$ cat src/rtl/aes_stream_adapter_pkg.sv
// Shared AES adapter definitions: FSM state encoding and stream word width.
package aes_stream_adapter_pkg;

  localparam int WORD_W = 32;

  typedef enum logic [1:0] {
    LOAD,
    START,
    WAIT,
    DRAIN
  } adapter_state_t;

endpackage

$ cat src/rtl/aes_stream_adapter.sv
// Bridges a 32-bit valid/ready word stream to a 128-bit AES core:
// gathers four words, starts the core, waits with a timeout, drains the result.
module aes_stream_adapter
  import aes_stream_adapter_pkg::*;
#(
  parameter int TIMEOUT = 64
) (
  input  logic              clk,
  input  logic              reset,
  input  logic              in_valid,
  output logic              in_ready,
  input  logic [WORD_W-1:0] in_data,
  input  logic              in_enc_dec,
  input  logic [1:0]        in_mode,
  output logic              core_start,
  output logic              core_enc_dec,
  output logic [1:0]        core_mode,
  output logic [127:0]      core_data_in,
  input  logic [127:0]      core_data_out,
  input  logic              core_done,
  output logic              out_valid,
  input  logic              out_ready,
  output logic [WORD_W-1:0] out_data,
  output logic              err_timeout
);

  localparam int CW = $clog2(TIMEOUT + 1);
  localparam logic [CW-1:0] CNT_ONE  = CW'(1);
  localparam logic [CW-1:0] CNT_LAST = CW'(TIMEOUT - 1);

  adapter_state_t state, next_state;
  logic [1:0]    in_cnt, out_cnt;
  logic [CW-1:0] wait_cnt;
  logic [127:0]  result;
  logic          in_xfer, out_xfer, wait_expired;

  assign in_xfer      = in_valid && in_ready;
  assign out_xfer     = out_valid && out_ready;
  assign wait_expired = (wait_cnt == CNT_LAST);

  // Word k occupies bits [127-32k -: 32]; {~k, 5'h1f} is exactly 127-32k.
  assign out_data = result[{~out_cnt, 5'h1f} -: WORD_W];

  always_ff @(posedge clk) begin
    if (reset) state <= LOAD;
    else       state <= next_state;
  end

  always_comb begin
    next_state  = state;
    in_ready    = 1'b0;
    core_start  = 1'b0;
    out_valid   = 1'b0;
    err_timeout = 1'b0;
    if (!reset) begin
      case (state)
        LOAD: begin
          in_ready = 1'b1;
          if (in_valid && in_cnt == 2'd3) next_state = START;
        end
        START: begin
          core_start = 1'b1;
          next_state = WAIT;
        end
        WAIT: begin
          // A result arriving on the final allowed cycle still wins.
          if (core_done) next_state = DRAIN;
          else if (wait_expired) begin
            err_timeout = 1'b1;
            next_state  = LOAD;
          end
        end
        DRAIN: begin
          out_valid = 1'b1;
          if (out_ready && out_cnt == 2'd3) next_state = LOAD;
        end
        default: next_state = LOAD;
      endcase
    end
  end

  always_ff @(posedge clk) begin
    if (reset) begin
      in_cnt       <= 2'd0;
      out_cnt      <= 2'd0;
      wait_cnt     <= '0;
      core_enc_dec <= 1'b0;
      core_mode    <= 2'b00;
    end else begin
      if (in_xfer) begin
        in_cnt <= in_cnt + 2'd1;
        if (in_cnt == 2'd0) begin
          core_enc_dec <= in_enc_dec;
          core_mode    <= in_mode;
        end
      end
      if (state == WAIT) begin
        if (core_done || wait_expired) wait_cnt <= '0;
        else                           wait_cnt <= wait_cnt + CNT_ONE;
      end
      if (out_xfer) out_cnt <= out_cnt + 2'd1;
    end
  end

  // Data registers carry no reset; the control path alone discards stale contents.
  always_ff @(posedge clk) begin
    if (!reset && in_xfer) core_data_in[{~in_cnt, 5'h1f} -: WORD_W] <= in_data;
    if (!reset && state == WAIT && core_done) result <= core_data_out;
  end

endmodule

$ cat config.mk
export PLATFORM = sky130hd
export DESIGN_NAME = aes_stream_adapter
export DESIGN_NICKNAME = d
export VERILOG_FILES = /design/src/rtl/aes_stream_adapter_pkg.sv /design/src/rtl/aes_stream_adapter.sv
export SDC_FILE = /design/constraint.sdc
export NUM_CORES = 1
export LEC_CHECK = 0
export BUFFER_PORTS_ARGS = -buffer_cell sky130_fd_sc_hd__buf_4
export CAP_MARGIN = 30
export CORE_MARGIN = 8
export CORE_UTILIZATION = 40
export DETAILED_ROUTE_END_ITERATION = 8
export PLACE_DENSITY = 0.76
export SLEW_MARGIN = 10
export SYNTH_ARGS = -nofsm -noshare
export SYNTH_HDL_FRONTEND = slang
export SYNTH_SLANG_ARGS = --single-unit
$ cat constraint.sdc
create_clock -name clk -period 24.7 [get_ports clk]
set_input_delay 6.175 -clock clk [delete_from_list [all_inputs] [get_ports clk]]
set_output_delay 6.175 -clock clk [all_outputs]
set_load 0.005 [all_outputs]
# Yosys cells after proc, flatten, opt, wreduce, memory -nomap -nowiden
# Cells that the tools add are included.
[classes] eq_ne=9 add_sub_neg=4 shifts=3 n_reduce_logical=13 n_mux=17 bitwise_logic=2
[op_table] operator="variable shift 32 x 9 -> 159 bit (first input constant)" count=1
[op_table] operator="variable part select 159 x 8 -> 32 bit" count=1
[op_table] operator="variable part select 32 x 9 -> 159 bit" count=1
[op_table] operator="bitwise mux 128 bit" count=1
[op_table] operator="2-to-1 mux 1 bit" count=10
[op_table] operator="negator 7 -> 9 bit" count=1
[op_table] operator="equality test 2 bit (second input constant)" count=4
[op_table] operator="2-to-1 mux 2 bit" count=4
[op_table] operator="case mux 2 bit (4 select lines)" count=1
[op_table] operator="adder 7 x 1 -> 7 bit (second input constant)" count=1
[op_table] operator="equality test 7 x 6 -> 1 bit (second input constant)" count=1
[op_table] operator="logical AND 1 bit" count=7
[op_table] operator="2-to-1 mux 7 bit" count=1
[op_table] operator="adder 2 x 1 -> 2 bit (second input constant)" count=2
[op_table] operator="logical NOT 2 bit" count=2
[op_table] operator="inequality test 2 bit (second input constant)" count=2
[op_table] operator="NOT 2 bit" count=2
[op_table] operator="inequality test 3 bit (second input constant)" count=1
[op_table] operator="AND reduction 3 bit" count=1
[op_table] operator="equality test 2 x 1 -> 1 bit (second input constant)" count=1
[op_table] operator="AND reduction 2 bit" count=1
[op_table] operator="logical NOT 1 bit" count=1
[op_table] operator="logical OR 1 bit" count=1
[totals] out_inout_bits=167 ff_bits=272 elab_cells=56

# Logic depth before layout (Yosys ltp)
# Gate-level depths: netlist of run 1.
[logic_depth] ltp_word=5 mapped_depth=5 depth_no_buf=4

# Worst setup path after synthesis of run 1
# Ideal clock, no wire load.
[synth_path] kind="input port to flip-flop" start="input reset" end="register result[0] (enable)" setup_ps=772 path_stages=3 t_arrival_ps=15296 required_ps=23928 setup_slack_ps=8632 n_path_buf=2 cell_sequence="clkbuf_1 > clkbuf_1 > nor3_1"
[synth_between] elab_chain_len=3
[synth_rtl] item="start: declaration" line="aes_stream_adapter.sv:9" text="input logic reset,"
[synth_rtl] item="logical NOT 1 bit" line="aes_stream_adapter.sv:108" text="if (!reset && state == WAIT && core_done) result <= core_data_out;"
[synth_rtl] item="logical AND 1 bit (2 in a row)" line="aes_stream_adapter.sv:108"
[synth_rtl] item="end signal: assignment" line="aes_stream_adapter.sv:108"
[synth_rtl] item="end: declaration" line="aes_stream_adapter.sv:34" text="logic [127:0] result;"
# Every way passes these cells.
# A chain may end at the register's enable or synchronous reset.

# Worst setup path after layout of run 1
[layout_path] start="input core_done" end="output err_timeout"
[layout_between] elab_chain_len=3
[layout_rtl] item="start: declaration" line="aes_stream_adapter.sv:20" text="input logic core_done,"
[layout_rtl] item="2-to-1 mux 1 bit" line="aes_stream_adapter.sv:67" text="if (core_done) next_state = DRAIN;"
[layout_rtl] item="2-to-1 mux 1 bit" line="aes_stream_adapter.sv:56" text="case (state)"
[layout_rtl] item="2-to-1 mux 1 bit" line="aes_stream_adapter.sv:55" text="if (!reset) begin"
[layout_rtl] item="end: declaration" line="aes_stream_adapter.sv:24" text="output logic err_timeout"
# Every way passes these cells.

==> out/qor.csv, run 1 <==
metric,value,unit
period_share,53.32,%
antenna_found_initial,0,
synth_top_area_share,75.05,%
dpl.hpwl,19600,um
num_vias,6331,
holdPathEnd,wait_cnt[6],
drc,0,
die_w,176.0,um
status,finished clean,
startpoint_type,input port,
antenna_cells,0,
yosysTopAreaCell,edfxtp_1,
core_area,25180,sq um
ff2ff_setup_slack,21840,ps
grt_overflow,0,
synthesis.area,10240,sq um
irDropWorstVdd,62.56,uV
yosys_warnings,0,
cts_resized,0,
crit_top_cell,buf_4,
hold_violations,0,
die_h,176.0,um
htreeDepth,1,
gr-usage-all-layers,17.33,%
worst_pin_slew,912.7,ps
cts_tree,done,
final.min_clock_period,13170,ps
hold_class,register to register,
hold_ws,443.7,ps
first_pass_iters,5,
yosysSeqAreaShare,78.18,%
synth_nets,727,
initial_core_util,40.67,%
setup.worst_path.end_class,output port,
grt_pass1_vias,6599,
final_util,55.97,%
skew,24.09,ps
maxCapViolations,0,
path_buf_inv,2,
cts_root_buf,clkbuf_16,
wl_per_cell,22.60,um
power.total,1.007,mW
critPathKind,input port to output port,
numCtsBuffers,28,
grt_pass1_wl,41260,um
synth_area_per_cell,18.52,sq um
critPathSlowestCell,nor4b_1,
path_clk_slew,60,ps
postCtsSetupBuffers,0,
clk_latency,540,ps
required,18520,ps
cp_cell_sequence,buf_4 -> nor3b_2 -> nor4b_1 -> buf_4,
final_area,14090,sq um
final_antenna_net_count,0,
grt_max_degree,76,
drive_gt1_share,46.78,%
path_max_fanout,8,
cp_slowest_stage_delay,270,ps
yosys-top-cells-area,"edfxtp_1 (75%), mux4_2 (7.0%), and3_1 (5.9%)",
vias_per_cell,5.085,
ys_seq_elements,272,
p_per_area,71.46,nW/um^2
cp.arrival,6990,ps
hold_buffers,0,
num_rows,58,
synthCells,553,
leakage,5.671,nW
rr_startpoint,state[1],
fin_nets,1068,
drt-initial-drc-count,455,
dpl_cell_area,13150,sq um
globalplace.congestion,0.7907,
area_delta_synth_final,37.60,%
cp_top_family,simple AND/OR/NAND/NOR gates,
port_buffers,334,
fmax,75.94,MHz
cts.path.max_buffers,3,
synth.distinct_cells,37,
min_from,wait_cnt[6],
clock-sinks,272,
min_path_cells,2,
drv_slew,0,
setup_viol,0,
wirelength,28140,um
relSlewSlack,39.15,%
grt_setup_unrepaired,false,
ios,335,
setup_tns,0,ps
r2r_cells,4,
r2r_end,result[13],
dieArea,30980,sq um
## cell type report
type / count / area, sq um
Sequential cell: 272 / 8011
Multi-Input combinational cell: 241 / 2068
Inverter: 4 / 15.01
Tap cell: 330 / 412.9
Fill cell: 1918 / 11090
Clock buffer: 40 / 807.0
Timing Repair Buffer: 347 / 2645
Clock inverter: 11 / 133.9
## state kept, by name, indices dropped and copies added (netlist names)
signal and flops:
out_cnt 2, wait_cnt 7, in_cnt 2, core_enc_dec 1
core_data_in 128, result 128, core_mode 2, state 2
## cells in the mapped netlist
cell type  number
xor2_1          1
nor2b_1         2
o21ai_0         5
or4_1           1
xnor2_1         1
nor4b_4         1
o2111ai_1       1
nor2_1          7
a41oi_1         1
and2_1         35
nor3_1          2
nor3b_2         1
nor4b_1         1
nand3_1         8
buf_6           1
ha_1            6
edfxtp_1      256
a311oi_1        1
mux4_2         32
a21oi_1         6
or4b_1          1
clkbuf_1       28
dfxtp_1        16
o211ai_1        3
or3_1           1
nand4b_1        3
nor3b_1         1
a31oi_1         1
buf_2           4
o31ai_1         2
nand2b_1        5
buf_4           3
inv_1           4
and3_1         97
nand3b_1        3
o21ai_1         5
nand2_1         7
## kinds of logic (layout without fill, tap and decap cells)
| kind of cell | count (synthesis) | count (layout) | share of synthesized area, % |
|---|---|---|---|
| flops | 272 | 272 | 78.18 |
| simple gates | 176 | 176 | 10.71 |
| buf+inv | 40 | 402 | 1.698 |
| mux | 32 | 32 | 7.036 |
| compound gates | 25 | 25 | 1.466 |
| fa+ha+maj | 6 | 6 | 0.7329 |
| xor+xnor | 2 | 2 | 0.1711 |
## worst reg2reg max path: stages, from the launching register on
cell and delay, ps:
dfxtp_1 560, nand2b_1 290, nor3_2 180, buf_4 550, buf_4 830
## report_power, final
part           leakage, nW  total (mW)  switching (mW)  internal [mW]
sequential            2.53       0.515         0.00218          0.513
clock                0.460       0.428           0.170          0.258
combinational         2.68      0.0644          0.0307         0.0336
## per-layer routing
metal | up-vias | track usage, % | part of all wire [%]
met5 | - | 0 | 0
met4 | 0 | 3.426 | 1.8
met3 | 27 | 8.652 | 13
met2 | 313 | 29.17 | 48
met1 | 3134 | 19.69 | 37
li1 | 2857 | - | -
## metrics by stage
| step | instances | setup WS, ps |
|---|---|---|
| final | 1245 | 11530 |
| after global routing | 1245 | 11450 |
| after CTS | 1245 | 11540 |
| after detailed placement | 1194 | 11580 |
| after global placement | 1192 | 11570 |
| after floorplan | 553 | 8632 |
## worst max path at each step
stage                         start           to  cells after the start
after detailed placement  core_done  err_timeout                      4
after floorplan               reset    result[0]                      3
final                     core_done  err_timeout                      4
after global routing      core_done  err_timeout                      4
after CTS                 core_done  err_timeout                      4
after global placement    core_done  err_timeout                      4
## cells in the final DEF (no fill, tap or decap), drive strengths merged, types with 2 or more instances in the layout
cell / instances
o21ai: 10
edfxtp: 256
bufinv: 3
ha: 6
mux4: 32
clkinv: 7
nand3b: 3
nand4b: 3
nand2b: 5
nand2: 7
clkbuf: 40
nor2b: 2
o211ai: 3
dfxtp: 16
and2: 35
nor3: 2
nor3b: 2
and3: 97
buf: 347
nor4b: 2
nand3: 8
inv: 4
o31ai: 2
nor2: 7
a21oi: 6
No activity file was read; power rests on OpenSTA's default activity.
==> run 2: changes to the inputs <==
==> constraint.sdc (replaced) <==
create_clock -name clk -period 13.35 [get_ports clk]
set_input_delay 3.3375 -clock clk [delete_from_list [all_inputs] [get_ports clk]]
set_output_delay 3.3375 -clock clk [all_outputs]
set_load 0.005 [all_outputs]
==> run 2 against run 1 <==
Against the previous run:
- core utilization shrank 0.16 points
- worst setup slack lost 5600 ps
- cell count did not move
- largest power group unchanged
- highest routed layer unchanged
==> out/qor.csv, run 2 (synthesized netlist as in run 1, its figures left out) <==
metric,value,unit
setup_tns,0,ps
dpl.cell_count,1194,
gr-usage-all-layers,17.50,%
drive_gt1_share,46.01,%
period_share,55.88,%
clock_power_share,40.8,%
cts_root_buf,clkbuf_16,
numCtsBuffers,29,
relSlewSlack,54.48,%
drc,0,
dpl.hpwl,19820,um
antenna_cells,0,
drv_slew,0,
cts.path.max_buffers,3,
seqPwrFrac,52.6,%
rr_startpoint,state[1],
swShare,20.34,%
skew,12.81,ps
path_max_fanout,8,
antenna_found_initial,0,
p_switching,0.3690,mW
cp_slowest_stage_delay,260,ps
startpoint_type,input port,
fmax,134.0,MHz
cell_internal_pwr,1.445,mW
drt-initial-drc-count,477,
grt_setup_unrepaired,false,
status,finished clean,
die_w,176.0,um
first_pass_iters,5,
pwr-share-comb,6.6,%
grt_pass1_vias,6695,
hold_buffers,0,
crit_start,core_done,
clk_latency,530,ps
irDropWorstVdd,98.09,uV
cts_tree,done,
final_antenna_net_count,0,
area_delta_synth_final,37.21,%
min_from,wait_cnt[6],
path_clk_slew,50,ps
core_area,25180,sq um
num_rows,58,
setup_viol,0,
p_per_area,129.1,nW/um^2
die_h,176.0,um
crit_top_cell,buf_4,
wirelength,28340,um
globalplace.congestion,0.8101,
worst_pin_slew,682.8,ps
num_vias,6425,
final_util,55.81,%
leakage,5.645,nW
maxCapViolations,0,
finalWorstSetupSlack,5890,ps
grt_overflow,0,
hold_class,register to register,
cts_resized,0,
pre_cts_ws,5888,ps
most-common-layout-cells,"buf_4 (344), edfxtp_1 (256), and3_1 (97), and2_1 (35), mux4_2 (32)",
cp_cell_sequence,buf_4 -> nor3b_2 -> nor4b_1 -> buf_4,
cp.arrival,4120,ps
hold_ws,439.6,ps
fin_nets,1070,
stdcell_count,1245,
reg.largest.list,"core_data_in x128, result x128, wait_cnt x7",
required,10010,ps
postCtsSetupBuffers,0,
final_common_cell,buf_4,
ios,335,
port_buffers,334,
critPathKind,input port to output port,
grt_max_degree,83,
fill_cells,1989,
dieArea,30980,sq um
wl_per_cell,22.76,um
final.min_clock_period,7460,ps
hold_violations,0,
critPathSlowestCell,nor4b_1,
htreeDepth,1,
initial_core_util,40.67,%
vias_per_cell,5.161,
setup.worst_path.end_class,output port,
clock-sinks,272,
grt_pass1_wl,41670,um
[run 2: cell types whose count changed in the layout (fill, tap and decap cells not counted), sizes merged]
cell and delta:
clkinv +3, clkbuf -2, buf +1, bufinv -1, clkinvlp -1
[run 2: power by group through the flow]
| stage | registers (mW) | clock network (mW) | logic (mW) |
|---|---|---|---|
| floorplan | 0.972 | 0 | 0.0366 |
| global placement | 0.975 | 0 | 0.108 |
| detailed placement | 0.972 | 0 | 0.120 |
| CTS | 0.955 | 0.758 | 0.120 |
| global route | 0.956 | 0.785 | 0.128 |
| finish | 0.955 | 0.740 | 0.120 |
[run 2: per-stage QoR]
step,instance area (sq um),power (mW)
2_1_floorplan,10240,1.009
3_3_place_gp,13090,1.083
3_5_place_dp,13170,1.093
4_1_cts,14030,1.834
5_1_grt,14050,1.869
6_report,14050,1.814
[run 2: path summary, 6_finish.rpt]
| path | end | slack [ps] | cells past startpoint |
|---|---|---|---|
| worst min-delay path | wait_cnt[6] | 440 | 2 |
| worst max register to register | result[17] | 10780 | 5 |
| worst min register to register | wait_cnt[6] | 440 | 2 |
| worst max-delay path | err_timeout | 5890 | 4 |
[run 2: area by class of cell]
class                   count  area (sq um)  area share (%)
multi-input cells         241          2068           14.72
clock inverters            12         101.3          0.7212
inverters                   4         15.01          0.1068
well taps                 330         412.9           2.938
flip-flops and latches    272          8011           57.01
clock buffers              38         759.5           5.404
repair buffers            348          2685           19.11
[run 2: layer usage]
layer / wire [um] / vias up / track usage, %
met5: 0 / - / 0
met4: 819 / 0 / 5.546
met3: 4138 / 44 / 9.464
met2: 13380 / 352 / 28.00
met1: 9998 / 3170 / 19.86
li1: - / 2859 / -
[run 2: critical path, delay by kind of cell]
| family | cells | cell delay (ps) |
|---|---|---|
| buffers and inverters | 2 | 300 |
| AND/OR/NAND/NOR | 2 | 480 |
